<file path="config.mk">
export PLATFORM = sky130hd
export DESIGN_NAME = adc_pulse_sampler
export DESIGN_NICKNAME = d
export VERILOG_FILES = /design/src/rtl/adc_pulse_sampler.sv
export SDC_FILE = /design/constraint.sdc
export NUM_CORES = 1
export LEC_CHECK = 0
export ABC_AREA = 0
export CAP_MARGIN = 20
export CELL_PAD_IN_SITES_DETAIL_PLACEMENT = 0
export CELL_PAD_IN_SITES_GLOBAL_PLACEMENT = 1
export CORE_ASPECT_RATIO = 1.2
export CORE_MARGIN = 2
export CORE_UTILIZATION = 40
export DETAILED_ROUTE_END_ITERATION = 12
export PLACE_DENSITY = 0.72
export SKIP_CTS_REPAIR_TIMING = 1
export SLEW_MARGIN = 0
export SYNTH_ARGS = -nofsm -noshare
export SYNTH_HDL_FRONTEND = slang
export SYNTH_SLANG_ARGS = --single-unit
</file>
<file path="constraint.sdc">
create_clock -name clk -period 5.5 [get_ports clk]
set_input_delay 0.55 -clock clk [delete_from_list [all_inputs] [get_ports clk]]
set_output_delay 0.55 -clock clk [all_outputs]
set_load 0.02 [all_outputs]
</file>
<file path="src/rtl/adc_pulse_sampler.sv">
// Per-channel ADC capture: skips a programmed number of valid beats after a run
// strobe, averages 2^avg_log2 signed samples, and returns one floor-rounded result.
module adc_pulse_sampler #(
  parameter int NUM_BITS   = 16,
  parameter int DEL_W      = 16,
  parameter int AVG_LOG2_W = 3
) (
  input  logic                  clk,
  input  logic                  rst,
  input  logic [NUM_BITS-1:0]   adc_tdata,
  input  logic                  adc_tvalid,
  input  logic                  run,
  input  logic [DEL_W-1:0]      delay,
  input  logic [AVG_LOG2_W-1:0] avg_log2,
  output logic [NUM_BITS-1:0]   out_data,
  output logic                  out_valid,
  output logic                  busy,
  output logic                  err_overlap
);

  localparam int SMP_W = 2 ** AVG_LOG2_W;
  localparam int ACC_W = NUM_BITS + SMP_W - 1;

  typedef enum logic [1:0] {IDLE, SKIP, ACC, OUT} state_t;

  state_t                   state_q;
  logic [DEL_W-1:0]         del_cnt_q;
  logic [AVG_LOG2_W-1:0]    shift_q;
  logic [SMP_W-1:0]         smp_cnt_q;
  logic signed [ACC_W-1:0]  acc_q;
  logic [NUM_BITS-1:0]      out_data_q;
  logic                     out_valid_q;
  logic                     busy_q;
  logic                     err_q;

  logic signed [ACC_W-1:0]  adc_ext;
  logic signed [ACC_W-1:0]  acc_d;
  logic [NUM_BITS-1:0]      out_data_d;
  logic [SMP_W-1:0]         smp_init;

  // The final beat's sum is formed here so the result registers on that same
  // edge, putting out_valid exactly one cycle after the last accumulated beat.
  always_comb begin
    adc_ext    = '0;
    adc_ext    = {{(ACC_W-NUM_BITS){adc_tdata[NUM_BITS-1]}}, adc_tdata};
    acc_d      = acc_q + adc_ext;
    out_data_d = NUM_BITS'(acc_d >>> shift_q);
    smp_init   = SMP_W'(1) << avg_log2;
  end

  always_ff @(posedge clk or negedge rst) begin
    if (!rst) begin
      state_q     <= IDLE;
      del_cnt_q   <= '0;
      shift_q     <= '0;
      smp_cnt_q   <= '0;
      acc_q       <= '0;
      out_data_q  <= '0;
      out_valid_q <= 1'b0;
      busy_q      <= 1'b0;
      err_q       <= 1'b0;
    end else begin
      out_valid_q <= 1'b0;
      err_q       <= run && (state_q != IDLE);
      case (state_q)
        IDLE: begin
          if (run) begin
            del_cnt_q <= delay;
            shift_q   <= avg_log2;
            smp_cnt_q <= smp_init;
            acc_q     <= '0;
            busy_q    <= 1'b1;
            state_q   <= (delay != '0) ? SKIP : ACC;
          end
        end
        SKIP: begin
          if (adc_tvalid) begin
            del_cnt_q <= del_cnt_q - 1'b1;
            if (del_cnt_q == DEL_W'(1)) state_q <= ACC;
          end
        end
        ACC: begin
          if (adc_tvalid) begin
            acc_q     <= acc_d;
            smp_cnt_q <= smp_cnt_q - 1'b1;
            if (smp_cnt_q == SMP_W'(1)) begin
              out_data_q  <= out_data_d;
              out_valid_q <= 1'b1;
              state_q     <= OUT;
            end
          end
        end
        OUT: begin
          busy_q  <= 1'b0;
          state_q <= IDLE;
        end
        default: state_q <= IDLE;
      endcase
    end
  end

  assign out_data    = out_data_q;
  assign out_valid   = out_valid_q;
  assign busy        = busy_q;
  assign err_overlap = err_q;

endmodule

</file>
After elaboration in Yosys (flattened, before gate mapping):

Index checks and enable logic that the tools add are counted.

* mux-type cells: 21
* eq/ne operators: 10
* $add $sub $neg: 3
* reduce and logical (&&, ||, !) cells: 13
* order comparisons: 0
* multipliers: 0
* bitwise gates (word level): 0
* shift-type cells: 2
* divide/modulo/power cells: 0

Operators with widths (number)
* $mux 23: 2
* $pmux 23 s2: 1
* $mux 16: 2
* $pmux 16 s2: 1
* $add 23x16->23: 1
* $sshr 23x3->16: 1
* $eq 16x1->1 const B: 1
* $mux 8: 2
* $pmux 8 s2: 1
* $reduce_bool 16->1: 1
* $sub 16x1->16 const B: 1
* $mux 2: 6
* $ne 2x2->1 const B: 5
* $reduce_and 3->1: 3
* $eq 8x1->1 const B: 1
* $pmux 2 s4: 1
* $reduce_bool 2->1: 4
* $shl 1x3->8 const A: 1
* $sub 8x1->8 const B: 1
* $reduce_and 5->1: 1
* $eq 2x2->1 const B: 2
* $mux 1: 4
* $reduce_and 2->1: 2
* $eq 2x1->1 const B: 1
* other kinds (3): 3

* latch bits: 0
* memory bits (read-only): 0
* logic and storage cells: 58
* output and inout port bits: 19
* memories: 0
* input bits: 39
* bits in registers: 71
* RAM bits: 0

Longest topological paths before layout:

Gate-level depths: netlist (run 1).

* depth after elaboration: 4
* gate-level depth with buffers: 10
* depth with buffers taken out: 10

Worst setup path before layout (run 1):

OpenSTA, ideal clock, no wires.

* path kind: input port to flip-flop
* start: in adc_tdata[0]
* end: reg out_data_q[5] (netlist: out_data[5])
* data required time: 5.382 ns
* setup slack: 2.550 ns
* setup time: 0.118 ns
* data arrival time: 2.831 ns
* path buffers: 0
* stages on the path: 10
* cell sequence: ha_1 fa_1 a21o_1 a221oi_4 o211a_4 xor2_4 a2bb2o_4 a221oi_2 o22ai_1 a21o_1

* longest elaborated chain between the ends: 2

RTL lines
* start, declared: line 10 `input logic [NUM_BITS-1:0] adc_tdata,`
* $add 23x16->23: line 46 `acc_d = acc_q + adc_ext;`
* $sshr 23x3->16: line 47 `out_data_d = NUM_BITS'(acc_d >>> shift_q);`
* end signal, assigned: line 87 `out_data_q <= out_data_d;`
* end, declared: line 31 `logic [NUM_BITS-1:0] out_data_q;`

No other way between the ends.
A chain may end at the register's enable or synchronous reset.

Worst setup path in the final report (run 1):

* start: in adc_tdata[15]
* end: reg out_data_q[15] (netlist: out_data[15])

The elaborated chain is that of the path after synthesis.

==> impl_metrics.json, run 1 <==
{
  "top_layer": "met4",
  "clockRootBuffer": "clkbuf_16",
  "port_buffers": 57,
  "critical-path-slowest-cell": "clkdlybuf4s50_1",
  "total_power_mw": 4.08,
  "end_kind": "flop",
  "setup_viol": 0,
  "synth_xor_area_share_pct": 3.35,
  "num_io_pins": 58,
  "coreArea_sq_um": 13600,
  "dp_cells": 844,
  "worstMarginPinSlew_ns": 1.06,
  "maxSlewViolCount": 0,
  "grt_overflow": 0,
  "h-tree-depth": 3,
  "status": "complete, no violations",
  "synth.avg_cell_area_sq_um": 8.50,
  "ys_seq_area_share_pct": 32.2,
  "antenna_found_initial": 0,
  "crit_required_ns": 5.79,
  "wl_met3_um": 770,
  "register_area_sq_um": 1780,
  "tns_ns": 0,
  "routed_wl_um": 16000,
  "place.gp.congestion": 0.936,
  "dieArea_sq_um": 14800,
  "met1_length_um": 7050,
  "yosysWarnings": 0,
  "cp.depth": 10,
  "crit_chain": "clkdlybuf4s50_1, ha_1, a21o_1, a31o_2, o41ai_1, o21ai_1, xor2_1, a221oi_1, a32oi_1, o21a_1",
  "finalClockSkew_ns": 0.00738,
  "synth_nets": 720,
  "drc": 0,
  "crit_family": "compound AO/OA/AOI/OAI gates",
  "final.setup.worst_slack_ns": 2.10,
  "reg2reg_depth": 10,
  "synth_top_area_cell": "dfrtp_1",
  "via_count": 5220,
  "synthTopCellsByArea": "dfrtp_1 32%, ha_1 6.8%, a21oi_1 5.3%, o21ai_0 5.0%, nand2_1 4.1%",
  "clkSinkCount": 71,
  "cp_num_buf_inv": 1,
  "synth-seq-cells": 71,
  "fillers": 1358,
  "min_period_ns": 3.40,
  "rsz0062_at_grt": "false",
  "fin_crit_sh_pct": 61.8,
  "syn2layout_area_growth_pct": 17.6,
  "antenna_left": 0,
  "cts_tree": "done",
  "via_per_inst": 6.07,
  "start_util_pct": 40.5,
  "grt_pass1_vias": 5105,
  "synth_cell_types": 72,
  "synth_edf_count": 0,
  "yosysMostFrequentCell": "dfrtp_1",
  "power.leakage_nw": 2.70,
  "powerDensity_nw_per_um2": 627,
  "dp_hpwl_um": 11700,
  "drv_cap": 0,
  "hold_viol_final": 0,
  "synth-simple-area-share_pct": 19.5,
  "dieWidth_um": 111,
  "synth_common_cells": "71 x dfrtp_1, 61 x nand2_1, 59 x a21oi_1",
  "fin_nets": 754,
  "cts_buffer_depth": 2,
  "peakVddDrop_v": 0.000290,
  "dp_slack_ns": 1.76,
  "antenna_cells": 0,
  "fp-row-count": 47,
  "syn_area_sq_um": 5520,
  "synth_compound_area_share_pct": 29.0,
  "worstSetupPathType": "primary input to flop",
  "grt_usage_pct": 22.2,
  "netlist_instances": 650,
  "path_max_fanout": 13,
  "r2r_setup_slack_ns": 2.42,
  "arrival_ns": 3.69,
  "worst_setup_path_start_kind": "primary input",
  "ys.flop_type": "dfrtp_1",
  "relSlewSlack_pct": 29.0,
  "synthMuxAreaShare_pct": 4.98,
  "die_height_um": 133,
  "wl_met2_um": 7750,
  "wire_per_inst_um": 18.6,
  "hp-class": "primary input to async pin",
  "layoutNonFillerInstCount": 860,
  "clk_latency_ns": 0.35,
  "synth_top_cell_area_share_pct": 32.2,
  "max_stage_delay_ns": 0.65,
  "multi_input_area_sq_um": 3540,
  "yosys.area_share.adder_pct": 7.16,
  "grt_max_degree": 72,
  "clk_pin_slew_ns": 0.06,
  "hold_ws_ns": 0.419,
  "drt_iter0_markers": 272,
  "async_flop_share_pct": 100,
  "firstDrtPassIters": 5,
  "layout-drive-gt1-share_pct": 6.39,
  "cts_buffers": 9,
  "synth_top_family_by_area": "compound AO/OA/AOI/OAI gates",
  "max_freq_mhz": 294,
  "grt_pass1_wl_um": 26200
}
[flip-flops by register name, indices dropped and copies added, names as in the netlist]
signal and flops:
shift_q 3, out_data 16, busy 1, del_cnt_q 16, smp_cnt_q 8, err_overlap 1
acc_q 23, state_q 2, out_valid 1
[placed cells by master (no fill, tap or decap), drive strengths merged, types with 20 or more instances in the layout]
| cell type | n |
|---|---|
| a21o | 20 |
| a21oi | 59 |
| clkdlybuf4s50 | 56 |
| dfrtp | 71 |
| ha | 30 |
| inv | 20 |
| nand2 | 61 |
| nor2 | 48 |
| nor3 | 20 |
| o21ai | 58 |
[where the power goes]
| part | internal [mW] | switching (mW) | total, mW |
|---|---|---|---|
| logic | 1.00 | 1.45 | 2.45 |
| registers | 0.743 | 0.252 | 0.995 |
| clock network | 0.380 | 0.255 | 0.635 |
| total | 2.12 | 1.95 | 4.08 |
[stage by stage]
step | util (%) | cell area [sq um]
finish | 47.6 | 6500
global route | 47.6 | 6500
CTS | 47.6 | 6500
detailed placement | 45.3 | 6180
global placement | 45.3 | 6180
floorplan | - | 5520
[per-layer routing]
| layer | GRT usage, % | vias to the layer above |
|---|---|---|
| li1 | - | 2531 |
| met1 | 28.1 | 2527 |
| met2 | 37.2 | 135 |
| met3 | 4.49 | 27 |
| met4 | 9.05 | 0 |
| met5 | 0 | - |
[final cells by class]
| type | instances | area share, % |
|---|---|---|
| Clock buffer | 11 | 3.89 |
| Clock inverter | 5 | 0.982 |
| Inverter | 18 | 1.04 |
| Multi-Input combinational cell | 524 | 54.4 |
| Sequential cell | 71 | 27.3 |
| Tap cell | 171 | 3.29 |
| Timing Repair Buffer | 60 | 9.05 |
[path summary, 6_finish.rpt]
kind	from	end
worst min-delay path	rst	acc_q[6]
worst max-delay path	adc_tdata[15]	out_data[15]
max in group asynchronous	rst	acc_q[22]
worst min register to register	acc_q[3]	acc_q[3]
worst max register to register	acc_q[0]	out_data[15]
min in group clk	acc_q[3]	acc_q[3]
[kinds of logic after synthesis]
logic type                 count (synthesis)
xor gates and xnor gates                  19
adders and majority gates                 31
and+or+nand+nor                          218
DFF                                       71
AOI/OAI and AO/OA                        238
muxes                                     18
buffers and inverters                     55
No activity file was read; power rests on OpenSTA's default activity.
==> run 2, diff against run 1 <==
--- a/config.mk
+++ b/config.mk
@@ -13,7 +13,7 @@
 export CORE_MARGIN = 2
 export CORE_UTILIZATION = 40
 export DETAILED_ROUTE_END_ITERATION = 12
-export PLACE_DENSITY = 0.72
+export PLACE_DENSITY = 0.75
 export SKIP_CTS_REPAIR_TIMING = 1
 export SLEW_MARGIN = 0
 export SYNTH_ARGS = -nofsm -noshare
==> constraint.sdc (replaced) <==
create_clock -name clk -period 2.8 [get_ports clk]
set_input_delay 0.28 -clock clk [delete_from_list [all_inputs] [get_ports clk]]
set_output_delay 0.28 -clock clk [all_outputs]
set_load 0.02 [all_outputs]
==> run 2 against run 1 <==
The run now ends with setup timing left. Clock-buffer cell count unchanged. Sequential power increased by 93%. Combinational power increased by 150%. Clock skew increased by 0.0015 ns. Core utilization increased by 6.8 points. Die area unchanged. First-iteration DRC count increased by 34%. Via count increased by 8.2%. Clock power increased by 84%. Highest routed layer unchanged. Final area increased by 14%. Total power increased by 120%.
==> impl_metrics.json, run 2 (synthesized netlist as in run 1, its figures left out) <==
{
  "syn2layout_area_growth_pct": 34.5,
  "dieArea_sq_um": 14800,
  "dp_hpwl_um": 13000,
  "grt_overflow": 0,
  "powerDensity_nw_per_um2": 1230,
  "worstMarginPinSlew_ns": 0.958,
  "dp_cells": 949,
  "drc": 0,
  "place.gp.congestion": 0.894,
  "num_io_pins": 58,
  "arrival_ns": 3.07,
  "largest_reg_flops": 23,
  "place_area_sq_um": 6970,
  "met1_length_um": 7480,
  "drt_iter0_markers": 364,
  "antenna_left": 0,
  "hold_viol_final": 0,
  "port_buffers": 57,
  "antenna_found_initial": 0,
  "clk_latency_ns": 0.35,
  "wire_per_inst_um": 17.9,
  "finalClockSkew_ns": 0.00886,
  "grt_pass1_vias": 5746,
  "start_util_pct": 40.5,
  "top_register": "acc_q",
  "worstSetupPathType": "flop to flop",
  "coreArea_sq_um": 13600,
  "layout-drive-gt1-share_pct": 21.8,
  "fp-row-count": 47,
  "maxSlewViolCount": 0,
  "fin_area_sq_um": 7430,
  "die_height_um": 133,
  "failed_checks": "setup timing",
  "min_period_ns": 2.83,
  "h-tree-depth": 3,
  "cts_buffer_depth": 2,
  "wl_met2_um": 8510,
  "antenna_cells": 0,
  "hp-class": "primary input to async pin",
  "peakVddDrop_v": 0.000632,
  "clk_pin_slew_ns": 0.07,
  "cts_buffers": 9,
  "end_kind": "flop",
  "fin_nets": 863,
  "rsz0062_at_grt": "true",
  "final.setup.worst_slack_ns": -0.0342,
  "grt_pass1_wl_um": 28400,
  "clockRootBuffer": "clkbuf_16",
  "firstDrtPassIters": 6,
  "routed_wl_um": 17400,
  "setup_viol": 3,
  "grt_usage_pct": 23.8,
  "status": "finished with violations",
  "max_freq_mhz": 353,
  "relSlewSlack_pct": 36.1,
  "dieWidth_um": 111,
  "mostFrequentLayoutCell": "buf_4",
  "via_count": 5648,
  "cts_tree": "done",
  "grt_max_degree": 72,
  "path_max_fanout": 5,
  "fin_crit_sh_pct": 101,
  "drv_cap": 0,
  "worst_setup_path_start_kind": "flop",
  "dp_slack_ns": -0.454,
  "total_power_mw": 9.15,
  "via_per_inst": 5.83,
  "power.leakage_nw": 3.26,
  "layoutNonFillerInstCount": 969,
  "clkSinkCount": 71,
  "wl_met3_um": 821,
  "fin_util_pct": 54.5,
  "top_layer": "met4",
  "crit_required_ns": 3.04,
  "layout_common_cells": "111 x buf_4, 71 x dfrtp_1, 61 x nand2_1"
}
==> run 2: cell types whose count changed in the layout (fill, tap and decap cells not counted), sizes merged <==
cell	change
buf	+109
clkinv	+1
bufinv	-1
==> run 2: report_power, final <==
group / internal, mW / total (mW) / switching [mW]
sequential: 1.46 / 1.92 / 0.456
combinational: 2.85 / 6.07 / 3.21
clock: 0.656 / 1.17 / 0.514
total: 4.97 / 9.15 / 4.18
==> run 2: cell type report <==
class	instances	area, sq um
Multi-Input combinational cell	524	3660
Sequential cell	71	1780
Clock buffer	11	253
Timing Repair Buffer	169	1420
Inverter	18	67.6
Tap cell	171	214
Fill cell	1301	6210
Clock inverter	5	38.8
==> run 2: through the flow <==
| stage | TNS, ns | hold slack (ns) |
|---|---|---|
| final | -0.0746 | 0.0712 |
| after global routing | -1.40 | 0.157 |
| after CTS | -1.16 | 0.131 |
| after detailed placement | -6.84 | 0.475 |
| after global placement | -5.91 | 0.471 |
| after floorplan | 0 | -0.0156 |
==> run 2: path summary, 6_finish.rpt <==
check                                 start           end  slack, ns  cells after the start
worst min register to register  out_data[2]   out_data[2]       0.49                      2
min in group clk                out_data[2]   out_data[2]       0.49                      2
worst max-delay path               acc_q[0]   out_data[7]      -0.03                     10
worst min-delay path                    rst  smp_cnt_q[1]       0.07                      1
max in group asynchronous               rst     acc_q[17]       2.10                      1
worst max register to register     acc_q[0]   out_data[7]      -0.03                     10
==> run 2: critical path: stages, from the launching register on <==
cell,delay (ns)
dfrtp_1,0.39
ha_2,0.19
fa_2,0.34
a21o_1,0.21
a221oi_4,0.39
o21bai_2,0.14
xor2_1,0.18
a222oi_1,0.36
a21boi_2,0.26
o22ai_1,0.10
a21o_1,0.16
==> run 2: layer usage <==
metal,track usage (%),vias up
met4,11.1,0
met5,0,-
met2,40.4,131
met1,29.4,2740
met3,4.31,37
li1,-,2740
==> run 3, diff against run 2 <==
--- a/config.mk
+++ b/config.mk
@@ -6,6 +6,7 @@
 export NUM_CORES = 1
 export LEC_CHECK = 0
 export ABC_AREA = 0
+export ABC_CLOCK_PERIOD_IN_PS = 2800
 export CAP_MARGIN = 20
 export CELL_PAD_IN_SITES_DETAIL_PLACEMENT = 0
 export CELL_PAD_IN_SITES_GLOBAL_PLACEMENT = 1
@@ -13,6 +14,7 @@
 export CORE_MARGIN = 2
 export CORE_UTILIZATION = 40
 export DETAILED_ROUTE_END_ITERATION = 12
+export GPL_ROUTABILITY_DRIVEN = 0
 export PLACE_DENSITY = 0.75
 export SKIP_CTS_REPAIR_TIMING = 1
 export SLEW_MARGIN = 0
==> results of run 3 <==
Final layout, timing and power as in run 2 (identical DEF).
